File: src/rtl/nn_pkg.sv
// Shared types and constants for the neuron layer datapath.
package nn_pkg;

    localparam int DATA_W      = 16;
    localparam int ACC_W       = 32;
    localparam int MAX_NEURONS = 64;

    typedef enum logic [1:0] {
        IDLE,
        RUN,
        DRAIN,
        DONE
    } act_state_t;

    typedef logic [$clog2(MAX_NEURONS)-1:0] neuron_idx_t;

    function automatic int idx_width(input int n);
        return (n < 2) ? 1 : $clog2(n);
    endfunction

endpackage

File: src/rtl/rr_arbiter.sv
// Rotating-priority encoder: grants the first set request at or above ptr, wrapping.
module rr_arbiter #(
    parameter int N  = 4,
    parameter int IW = $clog2(N)
) (
    input  logic [N-1:0]  req,
    input  logic [IW-1:0] ptr,
    output logic          gnt_valid,
    output logic [IW-1:0] gnt_idx
);

    logic [2*N-1:0] dbl;
    logic [N-1:0]   rot;
    logic [IW:0]    pos;

    // Bit k of rot is request (ptr + k) mod N.
    assign dbl = {req, req};
    assign rot = dbl[ptr +: N];

    always_comb begin
        gnt_valid = 1'b0;
        pos       = '0;
        for (int k = 0; k < N; k++) begin
            if (!gnt_valid && rot[k]) begin
                gnt_valid = 1'b1;
                pos       = {1'b0, ptr} + (IW+1)'(k);
            end
        end
        if (pos >= (IW+1)'(N)) begin
            pos = pos - (IW+1)'(N);
        end
        gnt_idx = pos[IW-1:0];
    end

endmodule

File: src/rtl/act_scheduler.sv
// Shares one registered activation unit among a layer's neurons, round-robin,
// tagging each activated result with its neuron index.
module act_scheduler
    import nn_pkg::*;
#(
    parameter int NUM_NEURONS = 10,
    parameter int dataWidth   = DATA_W,
    parameter int IDX_W       = idx_width(NUM_NEURONS)
) (
    input  logic                               clk,
    input  logic                               rst_n,
    input  logic                               start,
    input  logic [NUM_NEURONS-1:0]             sum_valid,
    input  logic [NUM_NEURONS*2*dataWidth-1:0] sum_data,
    output logic                               act_valid,
    output logic [2*dataWidth-1:0]             act_in,
    input  logic [dataWidth-1:0]               act_out,
    output logic                               out_valid,
    output logic [dataWidth-1:0]               out_data,
    output logic [IDX_W-1:0]                   out_idx,
    output logic                               busy,
    output logic                               layer_done,
    output logic                               err_dup
);

    localparam int SW = 2 * dataWidth;

    act_state_t             state, state_next;
    logic [NUM_NEURONS-1:0] pending, served;
    logic [NUM_NEURONS-1:0] pending_next, served_next, capture;
    logic [SW-1:0]          sums [NUM_NEURONS];
    logic [IDX_W-1:0]       ptr, ptr_next, gnt_idx, idx1, idx2;
    logic                   gnt_valid, grant, dup_hit, v2;

    rr_arbiter #(
        .N  (NUM_NEURONS),
        .IW (IDX_W)
    ) u_arb (
        .req       (pending),
        .ptr       (ptr),
        .gnt_valid (gnt_valid),
        .gnt_idx   (gnt_idx)
    );

    assign grant    = (state == RUN) && gnt_valid;
    assign ptr_next = (gnt_idx == IDX_W'(NUM_NEURONS-1)) ? '0 : gnt_idx + IDX_W'(1);

    always_comb begin
        state_next = state;
        case (state)
            IDLE:    if (start) state_next = RUN;
            RUN:     if (&served) state_next = DRAIN;
            // Last result is out when nothing remains in the two pipe stages behind it.
            DRAIN:   if (out_valid && !act_valid && !v2) state_next = DONE;
            DONE:    state_next = IDLE;
            default: state_next = IDLE;
        endcase
        busy       = (state != IDLE);
        layer_done = (state == DONE);
    end

    // A neuron already pending or served cannot be captured again, which also
    // covers a pulse arriving in the same cycle that neuron is granted.
    always_comb begin
        pending_next = pending;
        served_next  = served;
        capture      = '0;
        dup_hit      = 1'b0;
        if (state == RUN) begin
            for (int i = 0; i < NUM_NEURONS; i++) begin
                if (sum_valid[i]) begin
                    if (pending[i] || served[i]) begin
                        dup_hit = 1'b1;
                    end else begin
                        capture[i]      = 1'b1;
                        pending_next[i] = 1'b1;
                    end
                end
            end
            if (gnt_valid) begin
                pending_next[gnt_idx] = 1'b0;
                served_next[gnt_idx]  = 1'b1;
            end
        end
    end

    always_ff @(posedge clk) begin
        if (!rst_n) begin
            state     <= IDLE;
            pending   <= '0;
            served    <= '0;
            ptr       <= '0;
            err_dup   <= 1'b0;
            act_valid <= 1'b0;
            act_in    <= '0;
            idx1      <= '0;
        end else begin
            state <= state_next;
            if (state == IDLE && start) begin
                pending   <= '0;
                served    <= '0;
                ptr       <= '0;
                err_dup   <= 1'b0;
                act_valid <= 1'b0;
            end else begin
                pending   <= pending_next;
                served    <= served_next;
                act_valid <= grant;
                if (dup_hit) err_dup <= 1'b1;
                if (grant) begin
                    act_in <= sums[gnt_idx];
                    idx1   <= gnt_idx;
                    ptr    <= ptr_next;
                end
            end
        end
    end

    // Sum storage is qualified by pending, so it needs no reset.
    always_ff @(posedge clk) begin
        for (int i = 0; i < NUM_NEURONS; i++) begin
            if (capture[i]) sums[i] <= sum_data[i*SW +: SW];
        end
    end

    // act_out belongs to the act_in issued two edges earlier; v2/idx2 track it.
    always_ff @(posedge clk) begin
        if (!rst_n) begin
            v2        <= 1'b0;
            idx2      <= '0;
            out_valid <= 1'b0;
            out_data  <= '0;
            out_idx   <= '0;
        end else begin
            v2        <= act_valid;
            idx2      <= idx1;
            out_valid <= v2;
            if (v2) begin
                out_data <= act_out;
                out_idx  <= idx2;
            end
        end
    end

endmodule
File: config.mk
export PLATFORM = sky130hd
export DESIGN_NAME = act_scheduler
export DESIGN_NICKNAME = d
export VERILOG_FILES = /design/src/rtl/nn_pkg.sv /design/src/rtl/rr_arbiter.sv /design/src/rtl/act_scheduler.sv
export SDC_FILE = /design/constraint.sdc
export NUM_CORES = 1
export LEC_CHECK = 0
export BUFFER_PORTS_ARGS = -buffer_cell sky130_fd_sc_hd__buf_2
export CAP_MARGIN = 20
export CORE_UTILIZATION = 50
export DETAILED_ROUTE_END_ITERATION = 10
export PLACE_DENSITY = 0.86
export SLEW_MARGIN = 30
export SYNTH_ARGS = -nofsm -noshare
export SYNTH_HDL_FRONTEND = slang
export SYNTH_SLANG_ARGS = --single-unit
File: constraint.sdc
create_clock -name clk -period 6.95 [get_ports clk]
set_input_delay 1.39 -clock clk [delete_from_list [all_inputs] [get_ports clk]]
set_output_delay 1.39 -clock clk [all_outputs]
set_load 0.05 [all_outputs]
==> key figures, run 1 <==
Die
  • Height of the die: approximately 200 um
  • Ports: 406
  • FP Rows: 70
  • Die width: between 150 and 200 um
  • Initial Utilization: 0.5133
  • Core Box Area: between 30000 and 40000 sq um
  • Die Area: ~39000 sq um

Yosys
  • Post-synthesis area per instance: approximately 13 sq um
  • Fraction of registers with async set or reset after synthesis: 0
  • Cell area after synthesis: between 15000 and 20000 sq um
  • Sequential fraction of the synthesis area: 0.6015
  • Dominant combinational cell family by area after synthesis: multiplexers
  • #FFs+latches synth: around 400
  • Post-Syn Nets: 1828
  • Adder-Cell Fraction of Synth Area: 0.009893
  • Post-synthesis xor/xnor area fraction: 0.003693
  • EDFF count, synth: 320
  • Post-Synthesis Cells: 1464
  • Netlist cell types: 84
  • Mux cell area share after synthesis: 0.1444
  • Synth warnings: 0
  • Simple-gate portion of the synthesized area: 0.07617
  • Complex-gate fraction of the synthesized area: 0.1321
  • Ys flop type: edfxtp_1

Clocking
  • Hold buffer count at CTS: 0
  • Worst-path clk slew: 60 ps
  • Clock sink count: between 400 and 500
  • Inserted Clock Buffers: between 40 and 50
  • Worst skew pair latency: about 580 ps
  • CTS H-tree lvls: 2
  • Post-CTS Setup Inserts: 0
  • Clk buf depth: 3
  • CTS tree: done
  • Post-cts resize count: 0
  • Root Buffer: clkbuf_16

Placed design
  • Post-placement cell count: between 2000 and 2500
  • IO buf count: roughly 410
  • Routability cong.: 1.064
  • DPL Wire Length: 43540 um
  • Placement Setup Slack: between 1500 and 2000 ps

Global routing
  • Total Routing Usage GR: 0.3037
  • Gr ovfl total: 0
  • First-pass GRT wire length: between 80000 and 90000 um
  • Initial antenna violation count: 12
  • Largest net degree at the start of global routing: 62
  • Vias in the first global route: 14510

Timing
  • Fin crit period: 5514 ps
  • Pins Over Slew Limit: 0
  • F_max: 181.3 MHz
  • Final Skew: between 15 and 20 ps
  • Setup_tns: 0 ps
  • RSZ-0062 raised after global routing: no
  • Hold Vio Cnt, Final: 0
  • Slew margin rel.: 0.3395
  • Final worst setup slack: roughly 1400 ps
  • Worst slew pin tran: 985.4 ps
  • Final setup violation count: 0
  • Tcrit/Tclk final: 0.7934

Critical path
  • R2R Path Start: ptr[1]
  • Worst EP arrival: about 6000 ps
  • Crit Path Max Fanout: 25
  • R2R cell count: 12
  • Critical path class: reg -> reg
  • WP data required: about 7400 ps
  • Endpoint class of the critical path: flop
  • R2r endpoint: pending[1]
  • Crit start category: flop
  • Reg2Reg Setup Slack: between 1000 and 1500 ps
  • Critical Path Start: ptr[1]

Detailed routing
  • Via Count: ~15000
  • Drt wl/cell: between 20 and 30 um
  • DRC violations left: 0
  • Antenna Nets Post-Route: 0
  • Starting DRT DRC Count: about 1200
  • Detailed Route WL: 59970 um
  • Initial DRT Pass Iterations: 5
  • Post-DR vias/cell: 6.060

Finish
  • Nets: between 2000 and 2500
  • Area of the multi-input gates: roughly 7000 sq um
  • Sequential cell area: around 11000 sq um
  • Final core utilization: 0.6193
  • Fraction of layout cells with a size suffix above 1: 0.3447
  • Non-filler instance count after layout: between 2000 and 2500
  • Synth-to-Final Area Change: 20.66%
  • Number of fillers in the final layout: around 2800

Min path
  • Hold EP: idx2[1]
  • Hold path depth: 1
  • Hold Crit Start: idx1[1]
  • HP Class: reg -> reg

Run
  • Max-cap viol count: 0

Run status
  • Run status: finished, final reports clean
## worst max-delay path by stage
stage	end	slack, ps	depth (start not counted)
floorplan	sums[9][0]	1910	1
global placement	pending[7]	1690	13
detailed placement	pending[1]	1610	12
CTS	pending[1]	1560	12
global route	served[1]	1170	12
finish	pending[1]	1440	12
## cell type report
type | count | share of cell area
tap | 504 | 0.02755
clock buffer | 49 | 0.04750
antenna | 10 | 0.001093
timing repair buffer | 445 | 0.1028
clock inverter | 28 | 0.01350
inverter | 12 | 0.001968
sequential | 410 | 0.4985
multi-input combinational | 936 | 0.3071
## per-layer routing
| layer | routed length (um) | GRT usage | part of all wire |
|---|---|---|---|
| met4 | 3711 | 0.1829 | 0.062 |
| met1 | 21390 | 0.3518 | 0.36 |
| met2 | 29890 | 0.5194 | 0.50 |
| met5 | 45 | 0 | 0.00075 |
| met3 | 4935 | 0.06263 | 0.082 |
## critical path, stage by stage, from the launching register on
cell     delay (ps)
dfxtp_1         770
inv_1           520
mux4_2          630
and2_1          250
a22oi_1         400
or3_1           310
o221a_1         290
a211o_1         700
a21oi_1         250
o22ai_2         720
buf_4           270
nor2b_1         200
nor2_1           70
## cell usage in the layout, fill, tap and decap left out, types with 18 or more instances in the layout
master     count
buf_2        405
edfxtp_1     320
mux2i_1      149
nand2_1      102
dfxtp_1       90
o21ai_0       80
mux2_2        76
a21oi_1       73
nor2_1        63
clkbuf_16     42
buf_4         38
o22ai_1       35
nor2b_1       27
o21ai_1       22
o221ai_1      18
a32oi_1       18
## per-stage QoR
step | hold WS [ps] | instance area [sq um]
after global placement | 443.0 | 21470
after floorplan | 429.1 | 18970
after detailed placement | 452.9 | 21470
after global routing | 495.5 | 22890
after CTS | 473.9 | 22870
final | 465.3 | 22890
## registers in the layout (all words and copies together), names as in the netlist
name and flops:
act_in 32, act_valid 1, err_dup 1, idx1 4, idx2 4, out_data 16
out_idx 4, out_valid 1, pending 10, ptr 4, served 10, state 2
sums 320, v2 1
## cell families (layout without fill, tap and decap cells)
kind of cell,after synthesis,in the layout
muxes,244,244
buffers and inverters,118,534
and+or+nand+nor,295,295
other,0,10
DFF,410,410
adders and majority gates,15,15
xor gates and xnor gates,8,8
AOI/OAI and AO/OA,374,374
## cells in the mapped netlist, types with 14 or more instances
| library cell | n | area [sq um] |
|---|---|---|
| mux4_2 | 14 | 315.3 |
| o22ai_2 | 17 | 212.7 |
| a32oi_1 | 18 | 157.7 |
| ha_1 | 15 | 187.7 |
| nor2_1 | 63 | 236.5 |
| edfxtp_1 | 320 | 9609 |
| nor3_1 | 19 | 95.09 |
| nand2b_1 | 14 | 87.58 |
| dfxtp_1 | 90 | 1802 |
| o22ai_1 | 35 | 219.0 |
| a21oi_1 | 74 | 370.4 |
| mux2i_1 | 149 | 1491 |
| buf_2 | 26 | 130.1 |
| mux2_2 | 76 | 855.8 |
| o21ai_0 | 80 | 400.4 |
| nand2_1 | 103 | 386.6 |
| o221ai_1 | 18 | 157.7 |
| a22oi_1 | 17 | 127.6 |
| nor2b_1 | 27 | 168.9 |
| and2_1 | 16 | 100.1 |
| a21boi_0 | 17 | 127.6 |
| o21ai_1 | 22 | 110.1 |
| clkbuf_1 | 57 | 214.0 |
Power of run 1 is not shown: default switching activity piles up to over one toggle a cycle in this logic, so the estimate is an artifact.
==> run 2, diff against run 1 <==
clock period = 5.5 ns   (was 6.95 ns; I/O delays follow)
==> run 2 against run 1 <==
  * Final area up 1.0%
  * Non-clock buffer count grew 35
  * Via count increased by 0.44%
  * Sequential cell count unchanged
  * Maximum frequency is 8.8% higher
  * Routed wire length up 1.9%
  * Clock skew rose by 2.0 ps
  * Worst setup slack lost 1000 ps
  * Sequential share of layout area decreased by 0.51 points
  * Critical path depth increased by 2
  * Die area is the same
  * Utilization increased by 0.64 points
  * Critical endpoint is now act_in[27]
==> key figures, run 2 (synthesis gave the netlist of run 1 again) <==
Timing
  • Fin crit period: 5069 ps (-445.7 ps)
  • Final setup violation count: 0 (unchanged)
  • Slew margin rel.: 0.3981 (+0.05867)
  • Setup_tns: 0 ps (unchanged)
  • Final Skew: 18.79 ps (+1.994 ps)
  • Worst slew pin tran: 902.8 ps (-82.63 ps)
  • Hold Vio Cnt, Final: 0 (unchanged)
  • RSZ-0062 raised after global routing: no
  • Tcrit/Tclk final: 0.9216 (+0.1281)
  • Pins Over Slew Limit: 0 (unchanged)
  • F_max: 197.3 MHz (+8.8%)

Clocking
  • Clk buf depth: 3 (unchanged)
  • Worst-path clk slew: 60 ps (about the same)
  • Worst skew pair latency: 570 ps (about the same)
  • Hold buffer count at CTS: 0 (unchanged)
  • Post-cts resize count: 0 (unchanged)
  • Post-CTS Setup Inserts: 0 (unchanged)
  • Inserted Clock Buffers: 43 (+2.4%)
  • Root Buffer: clkbuf_16
  • Clock sink count: 410 (unchanged)
  • CTS tree: done
  • CTS H-tree lvls: 2 (unchanged)

Finish
  • Nets: 2247 (+1.6%)
  • Largest reg by FF count: sums
  • Number of fillers in the final layout: 2824 (-0.21%)
  • Commonest non-fill, non-tap cell in the layout: buf_2
  • Biggest regs: sums (320), act_in (32), out_data (16)
  • Max reg flops: 320 (unchanged)
  • Fraction of layout cells with a size suffix above 1: 0.3567 (+0.01198)
  • Most frequent cells in the layout: 405 x buf_2, 320 x edfxtp_1, 149 x mux2i_1
  • Synth-to-Final Area Change: 21.91%
  • Non-filler instance count after layout: 2428 (+1.4%)

Min path
  • Hold path depth: 1 (unchanged)
  • HP Class: reg -> reg
  • Hold EP: idx2[0]
  • Hold Crit Start: idx1[0]

Critical path
  • Reg2Reg Setup Slack: 430 ps (-1000 ps)
  • Critical-path top delay cell: mux4_2
  • Endpoint class of the critical path: flop
  • Crit start category: flop
  • Critical path class: reg -> reg
  • R2r endpoint: act_in[27]
  • WP data required: 5940 ps (-1460 ps)
  • Critical Path, Cell by Cell: buf_4, mux2_2, mux4_2, nor2_1, a21oi_1, or3_1, o2111ai_1, and2_4, buf_12, buf_4, mux2i_1, o221ai_1, a21oi_1, o22ai_2
  • Crit Path Max Fanout: 29 (+16%)
  • R2R cell count: 14 (+2)
  • Worst path max stage delay: 580 ps (-190 ps)
  • Worst EP arrival: 5510 ps (-460 ps)
  • R2R Path Start: ptr[1]

Run
  • Max-cap viol count: 0 (unchanged)

Placed design
  • DPL Wire Length: 44810 um (+2.9%)
  • Post-placement cell count: 2342 (+1.5%)
  • Routability cong.: 0.9964 (-6.4%)
  • IO buf count: 405 (unchanged)

Global routing
  • Largest net degree at the start of global routing: 61 (-1.6%)
  • Total Routing Usage GR: 0.3106 (+0.006896)
  • Gr ovfl total: 0 (unchanged)
  • Most Crowded Layer GR: met2
  • M3 GR Usage: 0.05681 (-0.005818)
  • Vias in the first global route: 14674 (+1.1%)
  • M2 GR Usage: 0.5444 (+0.02500)
  • GR Layer Usage met1: 0.3681 (+0.01626)
  • First-pass GRT wire length: 88640 um (+2.4%)
  • Initial antenna violation count: 8 (-4)

Die
  • Height of the die: 196.8 um (unchanged)
  • Die Area: 38730 sq um (unchanged)
  • Die width: 196.8 um (unchanged)
  • Core Box Area: 36960 sq um (unchanged)
  • FP Rows: 70 (unchanged)
  • Initial Utilization: 0.5133 (unchanged)
  • Ports: 406 (unchanged)

Detailed routing
  • Detailed Route WL: 61120 um (+1.9%)
  • Via Count: 14572 (+0.44%)
  • Initial DRT Pass Iterations: 6 (+1)
  • Post-DR vias/cell: 6.002 (-0.97%)
  • DRC violations left: 0 (unchanged)
  • Drt wl/cell: 25.17 um (+0.49%)
  • Antenna Nets Post-Route: 0 (unchanged)
  • Starting DRT DRC Count: 1144 (-2.4%)

Run status
  • Run status: finished, final reports clean
==> run 2: cell count changes in the layout (fill, tap and decap cells not counted), moves of 3 or more <==
| cell | before | now |
|---|---|---|
| buf_12 | 2 | 5 |
| buf_4 | 38 | 70 |
| bufinv_16 | 5 | 1 |
| clkinv_2 | 8 | 4 |
| clkinvlp_4 | 1 | 6 |
==> run 2: cell type report <==
cell class,count,area [sq um],share of cell area
antenna,9,22.52,0.0009738
multi-input combinational,936,7030,0.3040
sequential,410,11410,0.4934
timing repair buffer,480,2653,0.1147
tap,504,630.6,0.02727
clock buffer,50,1112,0.04809
clock inverter,27,222.7,0.009629
inverter,12,45.04,0.001948
==> run 2: worst max-delay path, delay by kind of cell, from the launching register on <==
family                 cells  cell delay (ps)
AO/OA/AOI/OAI              5             1260
buffers and inverters      3              760
flip-flops                 1              340
multiplexers               3             1400
AND/OR/NAND/NOR            3             1150
==> run 2: metrics by stage <==
stage / setup slack [ps] / util / cell area (sq um) / hold WS, ps
floorplan: 751.2 / - / 18970 / 429.1
CTS: 508.1 / 0.6252 / 23110 / 468.1
finish: 431.4 / 0.6258 / 23130 / 465.5
global placement: 665.5 / 0.5890 / 21770 / 444.6
global route: 224.1 / 0.6256 / 23120 / 500.3
detailed placement: 567.4 / 0.5890 / 21770 / 448.7
==> run 2: routing by layer <==
layer / wire length, um / vias up
met5: 13 / -
met4: 3020 / 2
met3: 4519 / 169
met2: 30920 / 795
met1: 22650 / 7158
li1: - / 6448
==> run 2: worst max path at each step <==
stage                  from  depth (start not counted)          to
2_1_floorplan  sum_valid[9]                          1  sums[9][0]
3_3_place_gp         ptr[1]                         14  act_in[27]
3_5_place_dp         ptr[1]                         15  act_in[26]
4_1_cts              ptr[1]                         14  act_in[27]
5_1_grt              ptr[1]                         15  act_in[26]
6_report             ptr[1]                         14  act_in[27]
Power of run 2 is left out for the same reason.
==> run 3, diff against run 2 <==
PLACE_DENSITY = 0.87   (was 0.86)
SYNTH_HIERARCHICAL = 1   (was default)
==> run 3 against run 2 <==
  * Final area fell by 8.0%
  * Utilization rose by 0.71 points
  * First-iteration DRC count rose by 5.5%
  * Non-clock buffer count fell by 26
  * Critical endpoint is now act_in[13]
  * Sequential share of layout area rose by 4.3 points
  * Critical path depth rose by 1
  * Die area fell by 9.8%
  * Hold slack got worse by 12 ps
  * Global-route usage fell by 2.2 points
==> key figures, run 3 <==
Run status
  • Run status: finished, final reports clean

Clocking
  • Worst-path clk slew: 60 ps (about the same)
  • Post-CTS Setup Inserts: 0 (unchanged)
  • Hold buffer count at CTS: 0 (unchanged)
  • Clock sink count: 410 (unchanged)
  • Clk buf depth: 3 (unchanged)
  • CTS H-tree lvls: 2 (unchanged)
  • CTS tree: done
  • Worst skew pair latency: 540 ps (-30 ps)
  • Inserted Clock Buffers: 42 (-2.3%)
  • Post-cts resize count: 0 (unchanged)
  • Root Buffer: clkbuf_16

Finish
  • Max reg flops: 320 (unchanged)
  • Biggest regs: sums (320), act_in (32), out_data (16)
  • Largest reg by FF count: sums
  • Number of fillers in the final layout: 2371 (-16%)
  • Commonest non-fill, non-tap cell in the layout: buf_2
  • Nets: 1857 (-17%)
  • Fraction of layout cells with a size suffix above 1: 0.4151 (+0.05842)
  • Synth-to-Final Area Change: 24.53%
  • Sequential cell area: 11410 sq um (about the same)
  • Most frequent cells in the layout: 405 x buf_2, 320 x edfxtp_1, 87 x dfxtp_1
  • Area of the multi-input gates: 5410 sq um (-23%)

Min path
  • Hold Crit Start: idx1[3]
  • Hold EP: idx1[3]
  • HP Class: reg -> reg
  • Hold path depth: 2 (+1)

Global routing
  • First-pass GRT wire length: 74240 um (-16%)
  • Initial antenna violation count: 14 (+6)
  • Largest net degree at the start of global routing: 55 (-9.8%)
  • Total Routing Usage GR: 0.2887 (-0.02188)
  • Vias in the first global route: 12351 (-16%)
  • Gr ovfl total: 0 (unchanged)

Placed design
  • DPL Wire Length: 36650 um (-18%)
  • Routability cong.: 0.9187 (-7.8%)
  • IO buf count: 405 (unchanged)

Yosys
  • Dominant cell type by area after synthesis: edfxtp_1
  • Post-Synthesis Cells: 1052 (-28%)
  • EDFF count, synth: 320 (unchanged)
  • #FFs+latches synth: 410 (unchanged)
  • Most common library cells after synthesis: 320 x edfxtp_1, 90 x dfxtp_1, 69 x mux4_2
  • Share of the synthesized area in the top cell type: 0.5624 (+0.05594)
  • Ys flop type: edfxtp_1
  • Post-synthesis area per instance: 16.24 sq um (+25%)
  • Area contributors post-synth: edfxtp_1 56%, dfxtp_1 11%, mux4_2 9.1%
  • Fraction of registers with async set or reset after synthesis: 0 (unchanged)
  • Count leader, synth: edfxtp_1
  • Cell area after synthesis: 17090 sq um (-9.9%)
  • Post-Syn Nets: 1417 (-22%)
  • Sequential fraction of the synthesis area: 0.6679 (+0.06642)
  • Netlist cell types: 82 (-2.4%)
  • Synth warnings: 6 (+6)

Timing
  • Setup_tns: 0 ps (unchanged)
  • Slew margin rel.: 0.4768 (+0.07869)
  • Final Skew: 29.75 ps (+10.96 ps)
  • Final setup violation count: 0 (unchanged)
  • F_max: 193.9 MHz (-1.7%)
  • Hold Vio Cnt, Final: 0 (unchanged)
  • Worst slew pin tran: 778.1 ps (-124.7 ps)
  • RSZ-0062 raised after global routing: no
  • Fin crit period: 5156 ps (+87.79 ps)
  • Tcrit/Tclk final: 0.9375 (+0.01596)
  • Pins Over Slew Limit: 0 (unchanged)

Detailed routing
  • Starting DRT DRC Count: 1207 (+5.5%)
  • Antenna Nets Post-Route: 0 (unchanged)
  • Initial DRT Pass Iterations: 7 (+1)
  • Post-DR vias/cell: 6.009 (+0.12%)
  • DRC violations left: 0 (unchanged)
  • Drt wl/cell: 25.61 um (+1.7%)
  • Detailed Route WL: 50860 um (-17%)
  • Via Count: 11933 (-18%)

Critical path
  • R2r endpoint: act_in[13]
  • R2R cell count: 15 (+1)
  • Endpoint class of the critical path: flop
  • Critical path class: reg -> reg
  • Critical path buffers and inverters: 3 (unchanged)
  • CP top delay family: multiplexers
  • Critical-path top delay cell: mux4_1
  • Crit start category: flop
  • Crit Path Max Fanout: 24 (-17%)
  • Worst path max stage delay: 600 ps (+20 ps)
  • Worst path most repeated cell: nand2_1
  • Reg2Reg Setup Slack: 340 ps (-90 ps)
  • WP data required: 5910 ps (-30 ps)
  • Critical Path, Cell by Cell: buf_4, mux2i_1, mux4_2, nand2_1, nand2_1, nand2_1, or4_1, a32oi_1, inv_1, ha_1, o21ai_2, a22o_4, buf_12, mux4_1, a221o_1
  • R2R Path Start: ptr[1]
  • Worst EP arrival: 5570 ps (+60 ps)

Run
  • Max-cap viol count: 0 (unchanged)

Die
  • Die Area: 34910 sq um (-9.8%)
  • Core Box Area: 33620 sq um (-9.0%)
  • FP Rows: 67 (-4.3%)
  • Initial Utilization: 0.5082 (-0.005060)
  • Die width: 186.9 um (-5.1%)
  • Height of the die: 186.9 um (-5.1%)
  • Ports: 406 (unchanged)
[run 3: cell count changes after synthesis, sizes merged, moves of 52 or more]
cell / change
nand2: -55
a21oi: -52
mux4: +61
mux2: -71
mux2i: -84
o21ai: -67
[run 3: worst register-to-register path, stage by stage, from the launching register on]
cell	delay (ps)
dfxtp_2	590
buf_4	320
mux2i_1	340
mux4_2	360
nand2_1	100
nand2_1	320
nand2_1	170
or4_1	540
a32oi_1	330
inv_1	100
ha_1	260
o21ai_2	160
a22o_4	230
buf_12	240
mux4_1	630
a221o_1	350
[run 3: worst max path at each step]
stage / start / slack (ps) / to / cells past startpoint
after detailed placement: ptr[1] / 120 / act_in[12] / 15
final: ptr[1] / 340 / act_in[13] / 15
after CTS: ptr[1] / 110 / act_in[12] / 15
after floorplan: sum_valid[9] / 750 / sums[9][0] / 1
after global routing: ptr[1] / 20 / act_in[13] / 15
after global placement: ptr[1] / 210 / act_in[13] / 15
[run 3: layout make-up]
cell class / count / area share
tap: 448 / 0.02635
sequential: 410 / 0.5365
multi-input combinational: 567 / 0.2543
clock buffer: 63 / 0.05740
antenna: 13 / 0.001529
clock inverter: 14 / 0.005410
timing repair buffer: 454 / 0.1155
inverter: 17 / 0.002999
[run 3: cell families (layout without fill, tap and decap cells)]
group,count (synthesis),count (layout),share of synthesized area
other cells,0,13,0
xor+xnor,4,4,0.002051
simple gates,198,198,0.05903
buf+inv,75,548,0.02256
mux,150,150,0.1454
compound gates,199,199,0.09132
flops,410,410,0.6679
fa+ha+maj,16,16,0.01172
[run 3: layer usage]
layer  part of all wire  up-vias  track usage  wire [um]
met5            0.00024        -            0         12
met4              0.047        2       0.1564       2375
met3              0.088      152      0.05460       4454
met2               0.49      828       0.4780      25010
met1               0.37     5833       0.3612      19010
li1                   -     5118            -          -
[run 3: stage by stage]
step | cell area (sq um) | std cells | setup WS, ps | hold WS, ps | util
floorplan | 17090 | 1052 | 751.2 | 429.6 | -
global placement | 19900 | 1896 | 214.1 | 438.8 | 0.5921
detailed placement | 19900 | 1896 | 121.2 | 445.7 | 0.5921
CTS | 21240 | 1973 | 113.3 | 454.3 | 0.6319
global route | 21270 | 1985 | 23.14 | 478.3 | 0.6328
finish | 21280 | 1986 | 343.6 | 453.0 | 0.6329
Power of run 3 is left out for the same reason.
